**src/rtl/down_seq_if.sv**
```systemverilog
// Handshake bundle between the wide-word producer and the narrow-beat consumer of down_seq.
interface down_seq_if #(
   parameter int IN_W  = 64,
   parameter int OUT_W = 32
) ();
   localparam int RATIO  = IN_W / OUT_W;
   localparam int LANE_W = $clog2(RATIO);
   localparam int CNT_W  = LANE_W + 1;

   logic              in_valid;
   logic              in_ready;
   logic [IN_W-1:0]   din;
   logic [LANE_W-1:0] start_lane;
   logic [CNT_W-1:0]  nbeats;
   logic              descend;
   logic              out_valid;
   logic              out_ready;
   logic [OUT_W-1:0]  dout;
   logic [LANE_W-1:0] out_lane;
   logic              out_last;

   modport master (
      output in_valid, din, start_lane, nbeats, descend, out_ready,
      input  in_ready, out_valid, dout, out_lane, out_last
   );

   modport slave (
      input  in_valid, din, start_lane, nbeats, descend, out_ready,
      output in_ready, out_valid, dout, out_lane, out_last
   );
endinterface

```
**src/rtl/down_seq.sv**
```systemverilog
// Captures one wide word and serialises it as narrow registered beats with a
// programmable start lane, beat count and lane direction.
module down_seq #(
   parameter int IN_W  = 64,
   parameter int OUT_W = 32
) (
   input  logic       sys_clk,
   input  logic       resetl,
   down_seq_if.slave  bus
);
   localparam int RATIO  = IN_W / OUT_W;
   localparam int LANE_W = $clog2(RATIO);
   localparam int CNT_W  = LANE_W + 1;

   typedef enum logic {IDLE, BUSY} state_t;
   typedef logic [RATIO-1:0][OUT_W-1:0] lanes_t;

   state_t            state_q, state_d;
   lanes_t            data_q, data_d;
   logic              desc_q, desc_d;
   logic [CNT_W-1:0]  rem_q, rem_d;
   logic [LANE_W-1:0] lane_q, lane_d;
   logic [OUT_W-1:0]  dout_q, dout_d;
   logic              last_q, last_d;

   lanes_t            din_lanes;
   logic [CNT_W-1:0]  eff_cnt;
   logic [LANE_W-1:0] nxt_lane;
   logic              beat_done;
   logic              in_rdy;
   logic              accept;

   assign din_lanes = bus.din;
   assign eff_cnt   = ((bus.nbeats == '0) || (bus.nbeats > CNT_W'(RATIO))) ?
                      CNT_W'(RATIO) : bus.nbeats;
   assign beat_done = (state_q == BUSY) && bus.out_ready;
   // The last-beat completion frees the block in the same cycle, so a new word
   // can load its first beat without a bubble.
   assign in_rdy    = resetl && ((state_q == IDLE) || (beat_done && last_q));
   assign accept    = bus.in_valid && in_rdy;
   assign nxt_lane  = desc_q ? (lane_q - LANE_W'(1)) : (lane_q + LANE_W'(1));

   always_comb begin
      state_d = state_q;
      data_d  = data_q;
      desc_d  = desc_q;
      rem_d   = rem_q;
      lane_d  = lane_q;
      dout_d  = dout_q;
      last_d  = last_q;
      if (accept) begin
         state_d = BUSY;
         data_d  = din_lanes;
         desc_d  = bus.descend;
         rem_d   = eff_cnt;
         lane_d  = bus.start_lane;
         dout_d  = din_lanes[bus.start_lane];
         last_d  = (eff_cnt == CNT_W'(1));
      end else if (beat_done) begin
         if (last_q) begin
            state_d = IDLE;
            last_d  = 1'b0;
         end else begin
            rem_d  = rem_q - CNT_W'(1);
            lane_d = nxt_lane;
            dout_d = data_q[nxt_lane];
            last_d = (rem_q == CNT_W'(2));
         end
      end
   end

   always_ff @(posedge sys_clk) begin
      if (!resetl) begin
         state_q <= IDLE;
         data_q  <= '0;
         desc_q  <= 1'b0;
         rem_q   <= '0;
         lane_q  <= '0;
         dout_q  <= '0;
         last_q  <= 1'b0;
      end else begin
         state_q <= state_d;
         data_q  <= data_d;
         desc_q  <= desc_d;
         rem_q   <= rem_d;
         lane_q  <= lane_d;
         dout_q  <= dout_d;
         last_q  <= last_d;
      end
   end

   assign bus.in_ready  = in_rdy;
   assign bus.out_valid = (state_q == BUSY);
   assign bus.dout      = dout_q;
   assign bus.out_lane  = lane_q;
   assign bus.out_last  = last_q;
endmodule

```
**src/flat_wrapper.sv**
```systemverilog
// flat-port wrapper written by rule: the top's interface ports become plain ports
module down_seq_flat 
#(
   parameter int IN_W  = 64,
   parameter int OUT_W = 32
)
  (sys_clk, resetl, bus_in_valid, bus_din, bus_start_lane, bus_nbeats, bus_descend, bus_out_ready, bus_in_ready, bus_out_valid, bus_dout, bus_out_lane, bus_out_last);
  down_seq_if #(.IN_W(IN_W), .OUT_W(OUT_W)) bus_i ();
  input  logic sys_clk;
  input  logic resetl;
  input wire logic [$bits(bus_i.in_valid)-1:0] bus_in_valid;
  input wire logic [$bits(bus_i.din)-1:0] bus_din;
  input wire logic [$bits(bus_i.start_lane)-1:0] bus_start_lane;
  input wire logic [$bits(bus_i.nbeats)-1:0] bus_nbeats;
  input wire logic [$bits(bus_i.descend)-1:0] bus_descend;
  input wire logic [$bits(bus_i.out_ready)-1:0] bus_out_ready;
  output wire logic [$bits(bus_i.in_ready)-1:0] bus_in_ready;
  output wire logic [$bits(bus_i.out_valid)-1:0] bus_out_valid;
  output wire logic [$bits(bus_i.dout)-1:0] bus_dout;
  output wire logic [$bits(bus_i.out_lane)-1:0] bus_out_lane;
  output wire logic [$bits(bus_i.out_last)-1:0] bus_out_last;
  assign bus_i.in_valid = bus_in_valid;
  assign bus_i.din = bus_din;
  assign bus_i.start_lane = bus_start_lane;
  assign bus_i.nbeats = bus_nbeats;
  assign bus_i.descend = bus_descend;
  assign bus_i.out_ready = bus_out_ready;
  assign bus_in_ready = bus_i.in_ready;
  assign bus_out_valid = bus_i.out_valid;
  assign bus_dout = bus_i.dout;
  assign bus_out_lane = bus_i.out_lane;
  assign bus_out_last = bus_i.out_last;
  down_seq #(.IN_W(IN_W), .OUT_W(OUT_W)) u_core (.sys_clk(sys_clk), .resetl(resetl), .bus(bus_i));
endmodule
```
**config.mk**
```make
export PLATFORM = sky130hd
export DESIGN_NAME = down_seq_flat
export DESIGN_NICKNAME = d
export VERILOG_FILES = /design/src/rtl/down_seq_if.sv /design/src/rtl/down_seq.sv /design/src/flat_wrapper.sv
export SDC_FILE = /design/constraint.sdc
export NUM_CORES = 1
export LEC_CHECK = 0
export CELL_PAD_IN_SITES_DETAIL_PLACEMENT = 2
export CELL_PAD_IN_SITES_GLOBAL_PLACEMENT = 2
export CORE_ASPECT_RATIO = 1.5
export CORE_MARGIN = 2
export CORE_UTILIZATION = 33
export CTS_CLUSTER_SIZE = 14
export DETAILED_ROUTE_END_ITERATION = 12
export GPL_TIMING_DRIVEN = 0
export PLACE_DENSITY = 0.95
export SYNTH_ARGS = -nofsm -noshare
export SYNTH_HDL_FRONTEND = slang
export SYNTH_SLANG_ARGS = --single-unit
export TNS_END_PERCENT = 50
```
**constraint.sdc**
```tcl
create_clock -name sys_clk -period 3.6 [get_ports sys_clk]
set_input_delay 0.9 -clock sys_clk [delete_from_list [all_inputs] [get_ports sys_clk]]
set_output_delay 0.9 -clock sys_clk [all_outputs]
set_load 0.1 [all_outputs]
```
==> results of run 1 <==
[synthesized netlist by cell type (all sizes together)]
master / number / share of area [%]
ha: 1 / 0.25
mux2: 64 / 15
and3b: 1 / 0.18
dfxtp: 101 / 41
nand4b: 1 / 0.18
xnor2: 2 / 0.36
a21boi: 1 / 0.15
nand2: 3 / 0.23
inv: 66 / 5.0
o21ai: 64 / 6.5
o31ai: 34 / 5.2
nor2b: 2 / 0.25
o41ai: 1 / 0.18
clkbuf: 20 / 1.5
buf: 35 / 3.8
a21oi: 35 / 3.6
a31oi: 1 / 0.13
o211ai: 64 / 9.8
or2: 1 / 0.13
o21a: 1 / 0.15
mux2i: 33 / 6.7
[registers in the layout, summed over array words and instances, names as in the netlist]
name and flops:
u_core.bus.out_valid 1, u_core.bus.dout 32, u_core.rem_q 2, u_core.bus.out_lane 1, u_core.bus.out_last 1, u_core.data_q 64
[through the flow]
step	power (W)	instances	TNS (ns)	instance area (um^2)	util (%)
2_1_floorplan	0.00177	531	0	4920	-
3_3_place_gp	0.00201	832	-0.546	6220	42.6
3_5_place_dp	0.00206	832	-0.590	6220	42.6
4_1_cts	0.00306	848	0	6510	44.6
5_1_grt	0.00316	848	0	6510	44.6
6_report	0.00306	848	0	6510	44.6
[cells by family after synthesis]
family	Yosys count
flip-flops	101
AO/OA/AOI/OAI	201
adder cells (fa/ha/maj)	1
buffers and inverters	121
multiplexers	97
AND/OR/NAND/NOR	8
XOR/XNOR	2
[layout make-up]
type | instances | area, um^2
fill | 1613 | 8080
multi-input combinational | 309 | 2400
sequential | 101 | 2020
timing repair buffer | 105 | 1050
buffer | 55 | 262
clock buffer | 13 | 250
inverter | 66 | 248
tap | 196 | 245
clock inverter | 3 | 45.0
[worst max path at each step]
stage | start | depth (start not counted) | slack (ns) | to
6_report | bus_out_ready | 6 | 0.08 | bus_in_ready
5_1_grt | bus_out_ready | 6 | 0.04 | bus_in_ready
4_1_cts | bus_out_ready | 6 | 0.05 | bus_in_ready
3_5_place_dp | bus_out_ready | 6 | -0.59 | bus_in_ready
3_3_place_gp | bus_out_ready | 6 | -0.55 | bus_in_ready
2_1_floorplan | u_core.bus.out_last$_SDFFE_PN0P_ | 4 | 0.37 | bus_in_ready
[layer usage]
layer / up-vias / track usage [%] / wire, um
li1: 2133 / - / -
met1: 2416 / 26.9 / 7730
met2: 154 / 50.3 / 11300
met3: 56 / 3.14 / 677
met4: 0 / 12.9 / 744
met5: - / 0 / 0
[worst min-delay path, cell delays in order (launching register included)]
cell	delay (ns)
dfxtp_1	0.31
o211ai_1	0.08
o21ai_1	0.07
[report_power, final]
group / switching (W) / internal [W]
combinational: 0.000521 / 0.000273
sequential: 0.0000560 / 0.00120
clock: 0.000445 / 0.000560
total: 0.00102 / 0.00204
[repair_timing]
item | 4_1_cts | 5_1_grt
hold buffers | 0 | 0
gates resized for setup | 5 | 1
endpoints found under the setup margin | 1 | 1
hold endpoints to repair | 0 | 0
gates cloned | 0 | 0
==> impl_results.md, run 1 <==
* Clk sink count at 101
* Static leakage at 2.51 nW
* Drt total wl at 20500 um
* Port Buffers at 105
* Post-CTS setup buffers at 0
* Die height at 154 um
* Crit path buffers/inverters at 4
* Most frequent cells in the layout: clkdlybuf4s50_1, dfxtp_1, inv_1
* Core area at 14600 um^2
* Synth Area in Simple Gates at 0.966%
* Clk_lat worst skew at 0.35 ns
* Ant. Diodes at 0
* Routability Congestion at 0.767
* Sequential share of the synthesized area at 41.1%
* Power per cell area at 469 nW/um^2
* Peak supply drop at 226 uV
* WL per Instance at 24.2 um
* Skew final at 0.00716 ns
* Adder-Cell Fraction of Synth Area at 0.254%
* Worst setup EP type: primary output
* Mapped Nets at 604
* Post-route ant nets at 0
* Tightest Pin Transition at 1.01 ns
* Fin crit period at 3.52 ns
* Root Buffer: clkbuf_16
* WHS Endpoint: u_core.data_q[34]$_SDFFE_PN0P_
* CP Max Fanout at 10
* Vias per inst at 5.61
* Die W at 104 um
* Post-Synth XOR/XNOR Area at 0.356%
* Worst reg2reg path depth at 5
* Most common cell after layout, fill and taps aside: clkdlybuf4s50_1
* Highest Clock Rate at 284 MHz
* Final net count at 720
* Total number of vias at 4759
* Mapped Area at 4920 um^2
* Synth unique cells at 23
* CP Launch Type: input port
* RR Endpoint: u_core.bus.dout[12]$_SDFFE_PN0P_
* Min-Delay Startpoint: u_core.data_q[34]$_SDFFE_PN0P_
* CTS Buf Count at 9
* Compound-Gate Fraction of Synth Area at 25.6%
* CTS tree: done
* Initial antenna violation count at 0
* Vias in the first global route at 5676
* Unrepaired setup endpoints after global routing: no
* Register bit total from synthesis at 101
* DR iter-0 viols at 185
* FP Rows at 54
* Final slew viol count at 0
* Arrival @ worst endpoint at 2.62 ns
* I/O pin cnt at 108
* Global-route wire length before repair at 32000 um
* Total track usage at 25.8%
* Largest net degree at the start of global routing at 16
* Critical path's slowest cell: clkdlybuf4s50_1
* Final HPWL DP at 14300 um
* Worst Hold Class: reg -> reg
* Grt ovf at 0
* Status: complete, no violations
* RR Startpoint: u_core.bus.out_lane$_SDFFE_PN0P_
* Slowest cell delay on critical path at 0.59 ns
* Placement Setup Slack at -0.590 ns
* Pre-antenna DRT Iters at 4
* Clk buf depth at 2
* Final count of hold timing violations at 0
* Slew margin rel. at 32.6%
* Layout cells sized above 1 at 17.5%
* Ordered cell list for the critical path: clkdlybuf4s50_1, a21boi_2, buf_2, buf_2, nor2b_2, buf_2
* Crit path top cell by count: buf_2
* Post-route setup slack at 0.0848 ns
* WP data required at 2.70 ns
* Main combinational cell family by area after synthesis: compound AO/OA/AOI/OAI gates
* DRC viols at 0
* Syn avg cell area at 9.27 um^2
* R2R Setup Slk at 1.84 ns
* Yosys warns at 0
* Clock slew at reported path FFs at 0.07 ns
* WS Path Type: in -> out
* H-tree Lvls at 3
* Die area at 15900 um^2
* Cells after synthesis at 531
* Hold Slack at 0.508 ns
* Max-cap violations at 0
* CP top delay family: buffers and inverters
* Multiplexer area fraction after synthesis at 21.4%
* Final setup fails at 0
* Initial Util at 33.7%
* Final period utilization at 97.6%
* Hold Path Cell Cnt at 2
* Area Overhead vs Synth at 32.4%
Power figures use the tool's default switching activity.
==> inputs of run 2 (changes only) <==
--- a/config.mk
+++ b/config.mk
@@ -10,10 +10,12 @@
 export CORE_ASPECT_RATIO = 1.5
 export CORE_MARGIN = 2
 export CORE_UTILIZATION = 33
+export CTS_CLUSTER_DIAMETER = 80
 export CTS_CLUSTER_SIZE = 14
 export DETAILED_ROUTE_END_ITERATION = 12
 export GPL_TIMING_DRIVEN = 0
 export PLACE_DENSITY = 0.95
+export SKIP_LAST_GASP = 1
 export SYNTH_ARGS = -nofsm -noshare
 export SYNTH_HDL_FRONTEND = slang
 export SYNTH_SLANG_ARGS = --single-unit
==> results of run 2 <==
The final DEF is identical to that of run 1; final timing and power are the same.
==> inputs of run 3 (changes only) <==
--- a/config.mk
+++ b/config.mk
@@ -16,6 +16,7 @@
 export GPL_TIMING_DRIVEN = 0
 export PLACE_DENSITY = 0.95
 export SKIP_LAST_GASP = 1
+export SLEW_MARGIN = 20
 export SYNTH_ARGS = -nofsm -noshare
 export SYNTH_HDL_FRONTEND = slang
 export SYNTH_SLANG_ARGS = --single-unit
==> results of run 3 <==
The final DEF is identical to that of run 1; final timing and power are the same.
